**config.mk**
```make
export PLATFORM = sky130hd
export DESIGN_NAME = adder_xxbit_multicycle_flat
export DESIGN_NICKNAME = d
export VERILOG_FILES = /design/src/rtl/adder_xxbit_multicycle_if.sv /design/src/rtl/adder_xxbit_multicycle.sv /design/src/flat_wrapper.sv
export SDC_FILE = /design/constraint.sdc
export NUM_CORES = 1
export LEC_CHECK = 0
export ABC_CLOCK_PERIOD_IN_PS = 8800
export BUFFER_PORTS_ARGS = -buffer_cell sky130_fd_sc_hd__buf_2
export CAP_MARGIN = 20
export CORE_UTILIZATION = 50
export CTS_CLUSTER_DIAMETER = 100
export DETAILED_ROUTE_END_ITERATION = 16
export HOLD_SLACK_MARGIN = 0.1
export PLACE_DENSITY = 0.72
export SYNTH_ARGS = -nofsm -noshare
export SYNTH_HDL_FRONTEND = slang
export SYNTH_HIERARCHICAL = 1
export SYNTH_SLANG_ARGS = --single-unit
```
**constraint.sdc**
```tcl
create_clock -name i_clk -period 8.8 [get_ports i_clk]
set_clock_uncertainty 0.05 [all_clocks]
set_input_delay 0.44 -clock i_clk [delete_from_list [all_inputs] [get_ports i_clk]]
set_output_delay 0.44 -clock i_clk [all_outputs]
set_load 0.005 [all_outputs]
```
**src/rtl/adder_xxbit_multicycle_if.sv**
```systemverilog
// -----------------------------------------------------------------------------
// adder_xxbit_multicycle_if
// Operand-request and result-response bundle for adder_xxbit_multicycle.
//   i_valid / o_ready          operand handshake (requester -> adder)
//   i_num_a, i_num_b, i_cry    operands and carry into bit 0
//   i_sub                      subtract select (only with ADDER_XXBIT_MULTICYCLE_SUB_EN)
//   o_valid / i_ready          result handshake (adder -> consumer)
//   o_res, o_cry               sum and carry out of the top bit
//   o_busy                     operation in flight or result pending
// Modports: slave = the adder, master = requester/consumer side.
// -----------------------------------------------------------------------------
interface adder_xxbit_multicycle_if #(
    parameter int DATA_WIDTH = 32
);
    logic                  i_valid;
    logic                  o_ready;
    logic [DATA_WIDTH-1:0] i_num_a;
    logic [DATA_WIDTH-1:0] i_num_b;
    logic                  i_cry;
`ifdef ADDER_XXBIT_MULTICYCLE_SUB_EN
    logic                  i_sub;
`endif
    logic                  o_valid;
    logic                  i_ready;
    logic [DATA_WIDTH-1:0] o_res;
    logic                  o_cry;
    logic                  o_busy;

    modport slave (
        input  i_valid, i_num_a, i_num_b, i_cry, i_ready,
`ifdef ADDER_XXBIT_MULTICYCLE_SUB_EN
        input  i_sub,
`endif
        output o_ready, o_valid, o_res, o_cry, o_busy
    );

    modport master (
        output i_valid, i_num_a, i_num_b, i_cry, i_ready,
`ifdef ADDER_XXBIT_MULTICYCLE_SUB_EN
        output i_sub,
`endif
        input  o_ready, o_valid, o_res, o_cry, o_busy
    );
endinterface

```
**src/rtl/adder_xxbit_multicycle.sv**
```systemverilog
// -----------------------------------------------------------------------------
// adder_xxbit_multicycle
// Wide adder built from one SLICE_WIDTH-bit adder reused across the operand,
// one slice per clock, with the slice carry held in a register in between.
// Ports:
//   i_clk    clock, rising edge
//   i_rst_n  asynchronous active-low reset
//   bus      adder_xxbit_multicycle_if.slave (operand/result handshakes)
// Latency is DATA_WIDTH/SLICE_WIDTH edges from acceptance to o_valid.
// Optional feature macro: ADDER_XXBIT_MULTICYCLE_SUB_EN adds i_sub, which turns
// the operation into a - b (o_cry = 1 means no borrow).
// -----------------------------------------------------------------------------

// Narrow slice adder: {cry_out, sum} = num_a + num_b + cry_in.
module adder_xxbit_serial #(
    parameter int SLICE_WIDTH = 8
) (
    input  logic [SLICE_WIDTH-1:0] num_a,
    input  logic [SLICE_WIDTH-1:0] num_b,
    input  logic                   cry_in,
    output logic [SLICE_WIDTH-1:0] sum,
    output logic                   cry_out
);
    assign {cry_out, sum} = {1'b0, num_a} + {1'b0, num_b} + {{SLICE_WIDTH{1'b0}}, cry_in};
endmodule

module adder_xxbit_multicycle #(
    parameter int DATA_WIDTH  = 32,
    parameter int SLICE_WIDTH = 8
) (
    input logic                      i_clk,
    input logic                      i_rst_n,
    adder_xxbit_multicycle_if.slave  bus
);
    localparam int NUM_SLICES = DATA_WIDTH / SLICE_WIDTH;
    localparam int CNT_W      = (NUM_SLICES > 1) ? $clog2(NUM_SLICES) : 1;
    localparam logic [CNT_W-1:0] LAST = CNT_W'(NUM_SLICES - 1);

    typedef enum logic [1:0] {
        IDLE = 2'd0,
        CALC = 2'd1,
        DONE = 2'd2
    } state_t;

    state_t                  state;
    state_t                  state_next;
    logic [DATA_WIDTH-1:0]   num_a;
    logic [DATA_WIDTH-1:0]   num_b;
    logic [DATA_WIDTH-1:0]   res;
    logic                    carry;
    logic                    cry;
    logic [CNT_W-1:0]        cnt;

    logic                    accept;
    logic                    last;
    logic [31:0]             shift_amt;
    logic [SLICE_WIDTH-1:0]  slice_a;
    logic [SLICE_WIDTH-1:0]  slice_b;
    logic [SLICE_WIDTH-1:0]  slice_sum;
    logic                    slice_cry;
    logic [DATA_WIDTH-1:0]   slice_mask;
    logic [DATA_WIDTH-1:0]   res_next;
    logic [DATA_WIDTH-1:0]   b_load;
    logic                    carry_load;

    assign accept = (state == IDLE) && bus.i_valid;
    assign last   = (cnt == LAST);

    // Subtraction is a + ~b + 1: invert b once at acceptance so the slice
    // loop never needs to know which operation is running.
`ifdef ADDER_XXBIT_MULTICYCLE_SUB_EN
    assign b_load     = bus.i_sub ? ~bus.i_num_b : bus.i_num_b;
    assign carry_load = bus.i_sub ? 1'b1 : bus.i_cry;
`else
    assign b_load     = bus.i_num_b;
    assign carry_load = bus.i_cry;
`endif

    // Slice k lives at bit offset k*SLICE_WIDTH; select by shifting so the
    // same logic works for any slice count, including a single slice.
    assign shift_amt = 32'(cnt) * 32'(SLICE_WIDTH);
    assign slice_a   = SLICE_WIDTH'(num_a >> shift_amt);
    assign slice_b   = SLICE_WIDTH'(num_b >> shift_amt);

    adder_xxbit_serial #(
        .SLICE_WIDTH (SLICE_WIDTH)
    ) u_slice (
        .num_a   (slice_a),
        .num_b   (slice_b),
        .cry_in  (carry),
        .sum     (slice_sum),
        .cry_out (slice_cry)
    );

    assign slice_mask = DATA_WIDTH'({SLICE_WIDTH{1'b1}}) << shift_amt;
    assign res_next   = (res & ~slice_mask) | (DATA_WIDTH'(slice_sum) << shift_amt);

    // State register
    always_ff @(posedge i_clk or negedge i_rst_n) begin
        if (!i_rst_n) begin
            state <= IDLE;
        end else begin
            state <= state_next;
        end
    end

    // Next-state logic
    always_comb begin
        state_next = state;
        case (state)
            IDLE:    if (accept)      state_next = CALC;
            CALC:    if (last)        state_next = DONE;
            DONE:    if (bus.i_ready) state_next = IDLE;
            default:                  state_next = IDLE;
        endcase
    end

    // Operand latch, slice sequencing and result assembly
    always_ff @(posedge i_clk or negedge i_rst_n) begin
        if (!i_rst_n) begin
            num_a <= '0;
            num_b <= '0;
            res   <= '0;
            carry <= 1'b0;
            cry   <= 1'b0;
            cnt   <= '0;
        end else begin
            case (state)
                IDLE: begin
                    if (accept) begin
                        num_a <= bus.i_num_a;
                        num_b <= b_load;
                        carry <= carry_load;
                        cnt   <= '0;
                    end
                end
                CALC: begin
                    res   <= res_next;
                    carry <= slice_cry;
                    cnt   <= cnt + CNT_W'(1);
                    if (last) begin
                        cry <= slice_cry;
                    end
                end
                default: ;
            endcase
        end
    end

    assign bus.o_ready = (state == IDLE);
    assign bus.o_valid = (state == DONE);
    assign bus.o_busy  = (state != IDLE);
    assign bus.o_res   = res;
    assign bus.o_cry   = cry;
endmodule

```
**src/flat_wrapper.sv**
```systemverilog
// flat-port wrapper written by rule: the top's interface ports become plain ports
module adder_xxbit_multicycle_flat 
#(
    parameter int DATA_WIDTH  = 32,
    parameter int SLICE_WIDTH = 8
)
  (i_clk, i_rst_n, bus_i_valid, bus_i_num_a, bus_i_num_b, bus_i_cry, bus_i_ready, bus_o_ready, bus_o_valid, bus_o_res, bus_o_cry, bus_o_busy);
  adder_xxbit_multicycle_if #(.DATA_WIDTH(DATA_WIDTH)) bus_i ();
  input logic i_clk;
  input logic i_rst_n;
  input wire logic [$bits(bus_i.i_valid)-1:0] bus_i_valid;
  input wire logic [$bits(bus_i.i_num_a)-1:0] bus_i_num_a;
  input wire logic [$bits(bus_i.i_num_b)-1:0] bus_i_num_b;
  input wire logic [$bits(bus_i.i_cry)-1:0] bus_i_cry;
  input wire logic [$bits(bus_i.i_ready)-1:0] bus_i_ready;
  output wire logic [$bits(bus_i.o_ready)-1:0] bus_o_ready;
  output wire logic [$bits(bus_i.o_valid)-1:0] bus_o_valid;
  output wire logic [$bits(bus_i.o_res)-1:0] bus_o_res;
  output wire logic [$bits(bus_i.o_cry)-1:0] bus_o_cry;
  output wire logic [$bits(bus_i.o_busy)-1:0] bus_o_busy;
  assign bus_i.i_valid = bus_i_valid;
  assign bus_i.i_num_a = bus_i_num_a;
  assign bus_i.i_num_b = bus_i_num_b;
  assign bus_i.i_cry = bus_i_cry;
  assign bus_i.i_ready = bus_i_ready;
  assign bus_o_ready = bus_i.o_ready;
  assign bus_o_valid = bus_i.o_valid;
  assign bus_o_res = bus_i.o_res;
  assign bus_o_cry = bus_i.o_cry;
  assign bus_o_busy = bus_i.o_busy;
  adder_xxbit_multicycle #(.DATA_WIDTH(DATA_WIDTH), .SLICE_WIDTH(SLICE_WIDTH)) u_core (.i_clk(i_clk), .i_rst_n(i_rst_n), .bus(bus_i));
endmodule
```
==> impl_metrics.tcl, run 1 <==
set metrics [dict create \
    cts_made_buffers 9 \
    area_growth_pct 16.05 \
    htree_levels 3 \
    worstReg2RegStart "u_core/cnt[1]" \
    postPlaceCellArea_um2 5404 \
    worstSetupEndpointType "register" \
    coreArea_um2 9328 \
    synth_area_um2 4865 \
    p_leak_nw 2.695 \
    die-area_um2 10130 \
    diodes 0 \
    swShare 0.3856 \
    num_rows 35 \
    switchingPower_mw 1.047 \
    wire_per_inst_um 18.23 \
    layout-drive-gt1-share 0.5195 \
    grt_pass1_vias 3008 \
    grt_overflow_total 0 \
    arrival_ns 3.67 \
    placed_cells 522 \
    status "finished clean" \
    setup-violations-final 0 \
    routed_via_density 5.395 \
    required_ns 9.00 \
    finalCritPeriodShare 0.3944 \
    slew_headroom 0.2484 \
    ys_ff_latch 102 \
    seq_area_um2 2552 \
    clock_path_buffers 2 \
    route.detailed.drc 0 \
    cp-startpoint "u_core/cnt[1]" \
    ir_worst_vdd_mv 0.2455 \
    grt.total_usage 0.2089 \
    first_pass_iters 4 \
    startpoint_type "register" \
    via_count 2908 \
    finalMaxSlewViolations 0 \
    cts.sinks 102 \
    post-route-util 0.6052 \
    finalWorstSetupSlack_ns 5.330 \
    start_util 0.5215 \
    nFillCells 740 \
    wl_met2_um 4570 \
    maxUsedRoutingLayer "met4" \
    critPathMaxFanout 22 \
    p_int_mw 1.668 \
    dr_wl_met3_um 519 \
    dp_hpwl_um 6992 \
    yosysSeqAreaShare 0.5247 \
    hp-start "bus_i_ready" \
    cts_root_buf "clkbuf_8" \
    mostFrequentLayoutCell "buf_2" \
    antenna_left 0 \
    post-route-min-period_ns 3.470 \
    final_cells 539 \
    gp_congestion 0.7937 \
    cts.clk_slew.worst_paths_ns 0.09 \
    worstSetupPathType "reg -> reg" \
    final_cell_mix "buf_2 (103), dfrtp_1 (102), mux2_4 (60)" \
    p_seq_frac 0.326 \
    initialDrtViolationCount 146 \
    worst_pin_slew_ns 1.127 \
    fin_nets 487 \
    routedLengthMet1_um 4603 \
    rsz0062_at_grt "no" \
    hold_violations 0 \
    powerDensity_nw_per_um2 481.0 \
    die_h_um 100.6 \
    synth_nets 380 \
    io_pins 105 \
    hold_class "in -> reg" \
    final_cell_area_um2 5645 \
    setup-tns-final_ns 0 \
    postCtsSetupRepairBufs 0 \
    synth.avg_cell_area_um2 16.32 \
    totalWireLength_um 9826 \
    fmax_mhz 288.2 \
    portBuffers 104 \
    synth_cells 298 \
    p_clk_frac 0.122 \
    grt_max_degree 73 \
    tritoncts "built" \
    die_w_um 100.6 \
    cts_resized 0 \
    insertion_delay_ns 0.36 \
    p_comb_frac 0.552 \
    post-place-ws_ns 5.334 \
    yosysWarnings 6 \
    maxCapViolCount 0 \
    synth_cell_type_count 38 \
    multi_input_area_um2 2122 \
    antenna_found_initial 0 \
    grt_pass1_wl_um 15890 \
]
-- logic make-up after synthesis --
| logic type | share of synthesized area |
|---|---|
| AOI/OAI and AO/OA | 0.08256 |
| xor gates and xnor gates | 0.009002 |
| adders and majority gates | 0.03652 |
| buffers and inverters | 0.03909 |
| DFF | 0.5247 |
| muxes | 0.2729 |
| and+or+nand+nor | 0.03524 |
-- path summary, 6_finish.rpt --
check,end,slack [ns],depth (start not counted)
max in group asynchronous,u_core/num_a[16],6.95,3
worst max-delay path,u_core/bus.o_cry,5.33,8
min in group asynchronous,u_core/num_a[9],0.50,2
worst max register to register,u_core/bus.o_cry,5.33,8
worst min register to register,u_core/bus.o_res[26],0.46,1
worst min-delay path,u_core/state[1],0.23,2
-- power by group through the flow --
stage                     logic [mW]  clock network [mW]  registers [mW]
after floorplan                 1.19                   0           0.821
after global placement          1.44                   0           0.885
after detailed placement        1.49                   0           0.892
after CTS                       1.50               0.343           0.885
after global routing            1.62               0.362           0.913
final                           1.50               0.331           0.885
-- worst max-delay path, cell delays in order (launching register included) --
cell and delay [ns]:
dfrtp_1 0.97, mux4_2 0.44, fa_1 0.50, fa_1 0.44, a21oi_1 0.18, nor2b_1 0.08, a31oi_1 0.25, o21ai_0 0.17
mux2_2 0.28
-- metrics by stage --
stage          power (mW)  hold WS (ns)
3_5_place_dp        2.380        0.3482
3_3_place_gp        2.326        0.3440
5_1_grt             2.896        0.1993
2_1_floorplan       2.013       0.09441
6_report            2.715        0.2277
4_1_cts             2.724        0.2037
-- state kept, by name (all words and copies together), names as in the netlist --
| signal | count |
|---|---|
| u_core/cnt | 2 |
| u_core/bus.o_cry | 1 |
| u_core/num_b | 32 |
| u_core/state | 2 |
| u_core/bus.o_res | 32 |
| u_core/carry | 1 |
| u_core/num_a | 32 |
-- final cells by class --
type | instances | area share
clock buffer | 10 | 0.02438
tap | 129 | 0.02859
multi-input combinational | 178 | 0.3759
clock inverter | 6 | 0.01662
inverter | 6 | 0.003989
timing repair buffer | 108 | 0.09840
sequential | 102 | 0.4521
-- cell usage after synthesis --
library cell	instances	share of area
buf_2	4	0.0041
nand2_1	7	0.0054
nor3_1	3	0.0031
a211oi_1	1	0.0015
a21oi_1	4	0.0041
a31oi_1	1	0.0013
a21oi_2	1	0.0018
o21ai_0	4	0.0041
o21bai_1	2	0.0031
a22o_1	33	0.059
buf_4	1	0.0015
dfrtp_1	102	0.52
nor4_1	1	0.0013
mux2_2	5	0.012
ha_1	11	0.028
o32ai_1	1	0.0018
nor2b_2	1	0.0018
nor3_2	4	0.0082
nor2_1	2	0.0015
or2b_1	1	0.0015
nand2_2	1	0.0013
buf_12	7	0.029
fa_1	2	0.0082
inv_1	6	0.0046
nand3_1	1	0.0010
xnor2_1	4	0.0072
mux2_4	60	0.19
a221o_1	1	0.0021
nor2_2	1	0.0013
nand2b_1	1	0.0013
a211o_1	1	0.0018
nor4b_1	1	0.0018
xor2_1	1	0.0018
a21o_1	1	0.0015
mux2i_1	1	0.0021
and2_4	1	0.0018
nor2b_1	3	0.0039
mux4_2	16	0.074
-- per-layer routing --
metal / vias up / track usage
li1: 1331 / -
met5: - / 0
met3: 11 / 0.04577
met1: 1473 / 0.2893
met2: 93 / 0.3288
met4: 0 / 0.07135
-- timing repair --
| item | in CTS | in global routing |
|---|---|---|
| setup endpoints to repair | 0 | 0 |
| hold buffers | 1 | 0 |
| endpoints found under the hold margin | 30 | 0 |
Note: power is estimated with default switching activity, not from simulation.
==> run 2: changes to the inputs <==
--- a/config.mk
+++ b/config.mk
@@ -5,14 +5,14 @@
 export SDC_FILE = /design/constraint.sdc
 export NUM_CORES = 1
 export LEC_CHECK = 0
-export ABC_CLOCK_PERIOD_IN_PS = 8800
+export ABC_CLOCK_PERIOD_IN_PS = 2850
 export BUFFER_PORTS_ARGS = -buffer_cell sky130_fd_sc_hd__buf_2
 export CAP_MARGIN = 20
-export CORE_UTILIZATION = 50
+export CORE_UTILIZATION = 49
 export CTS_CLUSTER_DIAMETER = 100
 export DETAILED_ROUTE_END_ITERATION = 16
 export HOLD_SLACK_MARGIN = 0.1
-export PLACE_DENSITY = 0.72
+export PLACE_DENSITY = 0.74
 export SYNTH_ARGS = -nofsm -noshare
 export SYNTH_HDL_FRONTEND = slang
 export SYNTH_HIERARCHICAL = 1
==> constraint.sdc (replaced) <==
create_clock -name i_clk -period 2.85 [get_ports i_clk]
set_clock_uncertainty 0.05 [all_clocks]
set_input_delay 0.1425 -clock i_clk [delete_from_list [all_inputs] [get_ports i_clk]]
set_output_delay 0.1425 -clock i_clk [all_outputs]
set_load 0.005 [all_outputs]
==> run 2 against run 1 <==
Net effect:
- sequential power increased to 3.1 times the previous value
- power increased to 3.3 times the previous value
- final area grew 15%
- final cell count is 15% higher
- count of clock-buffer cells in the layout decreased by 1
- highest routed layer unchanged
==> impl_metrics.tcl, run 2 (synthesis results as in run 1) <==
set metrics [dict create \
    startpoint_type "register" \
    maxCapViolCount 0 \
    diodes 0 \
    mostFrequentLayoutCell "buf_2" \
    status "finished clean" \
    routed_via_density 5.296 \
    cts.clk_slew.worst_paths_ns 0.10 \
    num_rows 36 \
    hold_class "in -> async" \
    route.detailed.drc 0 \
    gp_congestion 0.8167 \
    totalWireLength_um 11640 \
    grt_pass1_vias 3541 \
    finalMaxSlewViolations 0 \
    powerDensity_nw_per_um2 1376 \
    start_util 0.5023 \
    required_ns 3.07 \
    p_leak_nw 3.050 \
    htree_levels 3 \
    coreArea_um2 9684 \
    rrSetupSlack_ns 0.03 \
    die_w_um 101.6 \
    io_pins 105 \
    grt_max_degree 89 \
    wire_per_inst_um 18.74 \
    tritoncts "built" \
    arrival_ns 3.04 \
    die-area_um2 10330 \
    die_h_um 101.6 \
    antenna_found_initial 0 \
    clock_path_buffers 2 \
    fmax_mhz 354.6 \
    ir_worst_vdd_mv 0.6964 \
    slew_headroom 0.5932 \
    critPathMaxFanout 6 \
    grt_overflow_total 0 \
    finalCritPeriodShare 0.9894 \
    cts_root_buf "clkbuf_8" \
    hold_violations 0 \
    fin_nets 565 \
    post-route-min-period_ns 2.820 \
    worstSetupPathType "reg -> reg" \
    rsz0062_at_grt "yes" \
    cts_made_buffers 9 \
    setup-violations-final 0 \
    worstSetupEndpointType "register" \
    layout-drive-gt1-share 0.4795 \
    final_cell_mix "buf_2 (103), dfrtp_1 (101), dlygate4sd3_1 (68)" \
    area_growth_pct 33.41 \
    antenna_left 0 \
    setup-tns-final_ns 0 \
    initialDrtViolationCount 128 \
    dp_hpwl_um 7267 \
    cts.sinks 102 \
    portBuffers 104 \
    insertion_delay_ns 0.37 \
    grt_pass1_wl_um 18360 \
    hold_slack_ns 0.2461 \
    via_count 3289 \
    grt.total_usage 0.2438 \
    worst_pin_slew_ns 0.6101 \
    first_pass_iters 4 \
]
run 2: area by class of cell:
class	count	area (um^2)
clock inverters	7	112.6
clock buffers	9	123.9
flip-flops and latches	102	2554
well taps	133	166.4
fillers	689	3194
multi-input cells	178	2161
inverters	6	22.52
repair buffers	186	1350
run 2: path summary, 6_finish.rpt:
kind,startpoint,to,cells after the start
setup / recovery,u_core/cnt[0],u_core/bus.o_cry,8
hold / removal,i_rst_n,u_core/num_a[9],2
setup reg to reg,u_core/cnt[0],u_core/bus.o_cry,8
hold reg to reg,u_core/bus.o_res[24],u_core/bus.o_res[24],1
max in group asynchronous,i_rst_n,u_core/cnt[0],3
min in group i_clk,bus_i_ready,u_core/state[1],3
run 2: power by group:
| part | internal [mW] | total, mW | leakage (nW) | switching (mW) |
|---|---|---|---|---|
| Combinational | 2.75 | 5.18 | 1.71 | 2.43 |
| Sequential | 2.20 | 2.71 | 1.23 | 0.507 |
| Clock | 0.514 | 1.04 | 0.115 | 0.529 |
| Total | 5.47 | 8.93 | 3.05 | 3.46 |
run 2: critical path, stage by stage, from the launching register on:
cell and delay (ns):
dfrtp_2 0.45, mux4_2 0.56, fa_2 0.45, fa_2 0.37, a21oi_2 0.15, nor2b_2 0.06
a31oi_2 0.25, o21ai_2 0.10, mux2_2 0.27
run 2: metal layers:
metal / up-vias / GRT usage / share of wire
met2: 97 / 0.4283 / 0.53
met1: 1678 / 0.2996 / 0.41
met4: 0 / 0.1059 / 0.024
met5: - / 0 / 0
li1: 1489 / - / -
met3: 25 / 0.03589 / 0.034
run 2: metrics by stage:
step           power [mW]    util  std cells  setup slack [ns]  area [um^2]
5_1_grt             9.554  0.6702        621          -0.05223         6490
6_report            8.932  0.6702        621           0.03026         6490
3_3_place_gp        7.357  0.5686        535           0.05748         5507
3_5_place_dp        7.539  0.5686        535          -0.02222         5507
2_1_floorplan       6.266       -        298           0.03255         4882
4_1_cts             8.680  0.6634        619           0.03500         6425
run 2: repair_timing:
action,4_1_cts,5_1_grt
gates resized for setup,1,8
setup endpoints to repair,4,12
pin swaps,0,3
setup buffers,0,1
hold buffers,68,0
endpoints found under the hold margin,153,0
==> run 3: changes to the inputs <==
--- a/config.mk
+++ b/config.mk
@@ -5,14 +5,15 @@
 export SDC_FILE = /design/constraint.sdc
 export NUM_CORES = 1
 export LEC_CHECK = 0
+export ABC_AREA = 1
 export ABC_CLOCK_PERIOD_IN_PS = 2850
 export BUFFER_PORTS_ARGS = -buffer_cell sky130_fd_sc_hd__buf_2
 export CAP_MARGIN = 20
-export CORE_UTILIZATION = 49
+export CORE_UTILIZATION = 50
 export CTS_CLUSTER_DIAMETER = 100
 export DETAILED_ROUTE_END_ITERATION = 16
 export HOLD_SLACK_MARGIN = 0.1
-export PLACE_DENSITY = 0.74
+export PLACE_DENSITY = 0.75
 export SYNTH_ARGS = -nofsm -noshare
 export SYNTH_HDL_FRONTEND = slang
 export SYNTH_HIERARCHICAL = 1
==> run 3 against run 2 <==
Net effect:
- worst hold slack got worse by 0.026 ns
- clock power fell by 21%
- count of clock-buffer cells in the layout rose by 4
- power fell by 11%
- die area rose by 4.0%
- first-iteration DRC count rose by 130%
- non-clock buffer count fell by 2
- sequential share of layout area fell by 0.71 points
- register-to-register slack improved by 0.23 ns
- highest routed layer unchanged
==> impl_metrics.tcl, run 3 <==
set metrics [dict create \
    routed_via_density 4.969 \
    synth_area_um2 5166 \
    synth_edf_count 0 \
    final_cell_area_um2 6613 \
    startpoint_type "register" \
    r2r_end "u_core/bus.o_res[30]" \
    via_count 4855 \
    worstReg2RegStart "u_core/cnt[0]" \
    post-route-min-period_ns 2.586 \
    fmax_mhz 386.7 \
    die_h_um 103.7 \
    switchingPower_mw 3.817 \
    hold_end "u_core/num_b[11]" \
    die-area_um2 10740 \
    yosysSeqAreaShare 0.4941 \
    rrSetupSlack_ns 0.26 \
    grt.total_usage 0.2565 \
    synth.avg_cell_area_um2 7.620 \
    p_leak_nw 3.784 \
    area_growth_pct 28.00 \
    final_cell_mix "nand2_1 (361), buf_2 (103), dfrtp_1 (100)" \
    cts_made_buffers 9 \
    hold_class "in -> reg" \
    synth_nets 760 \
    fin_nets 921 \
    finalMaxSlewViolations 0 \
    insertion_delay_ns 0.37 \
    synth_cells 678 \
    grt_overflow_total 0 \
    slowest_stage "dfrtp_2" \
    yosys.area.top_type_share 0.4941 \
    layout-drive-gt1-share 0.1742 \
    setup-violations-final 0 \
    route.detailed.drc 0 \
    grt_pass1_wl_um 22020 \
    gp_congestion 0.8758 \
    worstSetupEndpointType "register" \
    setup-tns-final_ns 0 \
    wire_per_inst_um 13.81 \
    p_clk_frac 0.103 \
    async_flop_share 1.000 \
    yosysWarnings 6 \
    start_util 0.5213 \
    synth_cell_type_count 26 \
    finalWorstSetupSlack_ns 0.2640 \
    critPathMaxFanout 21 \
    antenna_left 0 \
    rsz0062_at_grt "no" \
    powerDensity_nw_per_um2 1208 \
    htree_levels 3 \
    cts_root_buf "clkbuf_8" \
    ir_worst_vdd_mv 0.5072 \
    grt_pass1_vias 4774 \
    dp_hpwl_um 8854 \
    num_rows 36 \
    finalCritPeriodShare 0.9074 \
    cts.sinks 102 \
    synth.most_common_cell "nand2_1" \
    required_ns 3.06 \
    p_int_mw 4.171 \
    arrival_ns 2.80 \
    synth_top_area_cell "dfrtp_1" \
    p_comb_frac 0.578 \
    status "finished clean" \
    rr_worst_depth 18 \
    worstSetupPathType "reg -> reg" \
    diodes 0 \
    initialDrtViolationCount 290 \
    hp-start "bus_i_valid" \
    antenna_found_initial 0 \
    slew_headroom 0.5427 \
    clock_path_buffers 2 \
    portBuffers 104 \
    tritoncts "built" \
    grt_max_degree 57 \
    ys_ff_latch 102 \
    synth_top_flop_cell "dfrtp_1" \
    die_w_um 103.7 \
    crit_chain "buf_4 > buf_4 > nand2_1 > nand2_1 > nand2_1 > nand2_1 > fa_2 > fa_2 > nand2_1 > nand2_1 > nand3b_1 > nand2_1 > nand2_1 > nand2_1 > nand2_1 > inv_1 > nand2_1 > nand2_1" \
    min_delay_path_depth 3 \
    swShare 0.4778 \
    first_pass_iters 7 \
    mostFrequentLayoutCell "nand2_1" \
    maxCapViolCount 0 \
    hold_violations 0 \
    postPlaceCellArea_um2 5742 \
    synth_area_leaders "dfrtp_1 (49%), nand2_1 (26%), nand3_1 (7.0%), inv_1 (3.2%), ha_1 (2.7%)" \
    p_seq_frac 0.319 \
    slowest_delay_ns 0.42 \
    io_pins 105 \
    cpMostUsedCell "nand2_1" \
    cts.clk_slew.worst_paths_ns 0.09 \
    post-place-ws_ns 0.2148 \
    coreArea_um2 9910 \
    synth_commonest_cells "nand2_1 (362), dfrtp_1 (102), nand3_1 (72), inv_1 (44), o211ai_1 (16)" \
    worst_pin_slew_ns 0.6859 \
    totalWireLength_um 13490 \
]
==> run 3: cell count changes after synthesis, moves of 9 or more <==
cell | before | now
nand2_1 | 7 | 362
mux4_2 | 16 | 0
o211ai_1 | 0 | 16
nand3_1 | 1 | 72
mux2_4 | 60 | 0
inv_1 | 6 | 44
nor2_1 | 2 | 11
a22o_1 | 33 | 0
==> run 3: power by group through the flow <==
stage	sequential (mW)	clock, mW	combinational [mW]
detailed placement	2.58	0	4.43
floorplan	2.48	0	3.34
global route	2.62	0.893	5.24
finish	2.55	0.823	4.62
global placement	2.56	0	4.31
CTS	2.56	0.841	4.52
==> run 3: final cells by class <==
class	instances	area, um^2
Clock buffer	13	148.9
Fill cell	851	3297
Timing Repair Buffer	184	1301
Inverter	47	180.2
Sequential cell	102	2555
Tap cell	133	166.4
Multi-Input combinational cell	495	2240
Clock inverter	3	21.27
==> run 3: how the worst max path moves through the flow <==
stage             startpoint                   end  slack [ns]  depth (start not counted)
6_report       u_core/cnt[0]  u_core/bus.o_res[30]        0.26                         18
5_1_grt        u_core/cnt[0]  u_core/bus.o_res[14]        0.01                         18
4_1_cts        u_core/cnt[0]  u_core/bus.o_res[30]        0.18                         17
3_5_place_dp   u_core/cnt[0]  u_core/bus.o_res[30]        0.21                         17
3_3_place_gp   u_core/cnt[0]  u_core/bus.o_res[14]        0.30                         17
2_1_floorplan  u_core/cnt[0]  u_core/bus.o_res[30]        0.25                         16
==> run 3: metrics by stage <==
stage,hold WS [ns],power [mW],utilization,cells
3_5_place_dp,0.1811,7.015,0.5794,891
4_1_cts,0.1886,7.920,0.6643,974
3_3_place_gp,0.1737,6.875,0.5794,891
5_1_grt,0.2287,8.749,0.6673,977
2_1_floorplan,-0.2031,5.819,-,678
6_report,0.2205,7.987,0.6673,977
==> run 3: critical path: cells and delay by family, from the launching register on <==
kind	cells	cell delay, ns
AND/OR/NAND/NOR	13	0.87
adder cells (fa/ha/maj)	2	0.74
flip-flops	1	0.42
buffers and inverters	3	0.39
==> run 3: cells by family (layout without fill, tap and decap cells) <==
group / after synthesis / in the layout / share of synthesized area
XOR/XNOR: 3 / 3 / 0.005087
buffers and inverters: 81 / 247 / 0.07484
AND/OR/NAND/NOR: 456 / 456 / 0.3611
adder cells (fa/ha/maj): 13 / 13 / 0.03439
flip-flops: 102 / 102 / 0.4941
AO/OA/AOI/OAI: 23 / 23 / 0.03052
==> run 3: routing by layer <==
metal,GRT usage,wire [um],share of wire,vias up
met2,0.4477,6762,0.50,166
met4,0.1041,303,0.022,0
met1,0.3198,5739,0.43,2250
li1,-,-,-,2415
met3,0.03713,687,0.051,24
met5,0,0,0,-
==> run 3: what timing repair did <==
item	4_1_cts	5_1_grt
setup endpoints to repair	0	8
buffers inserted	0	3
hold buffers	67	0
gates resized for setup	0	4
hold endpoints to repair	118	0
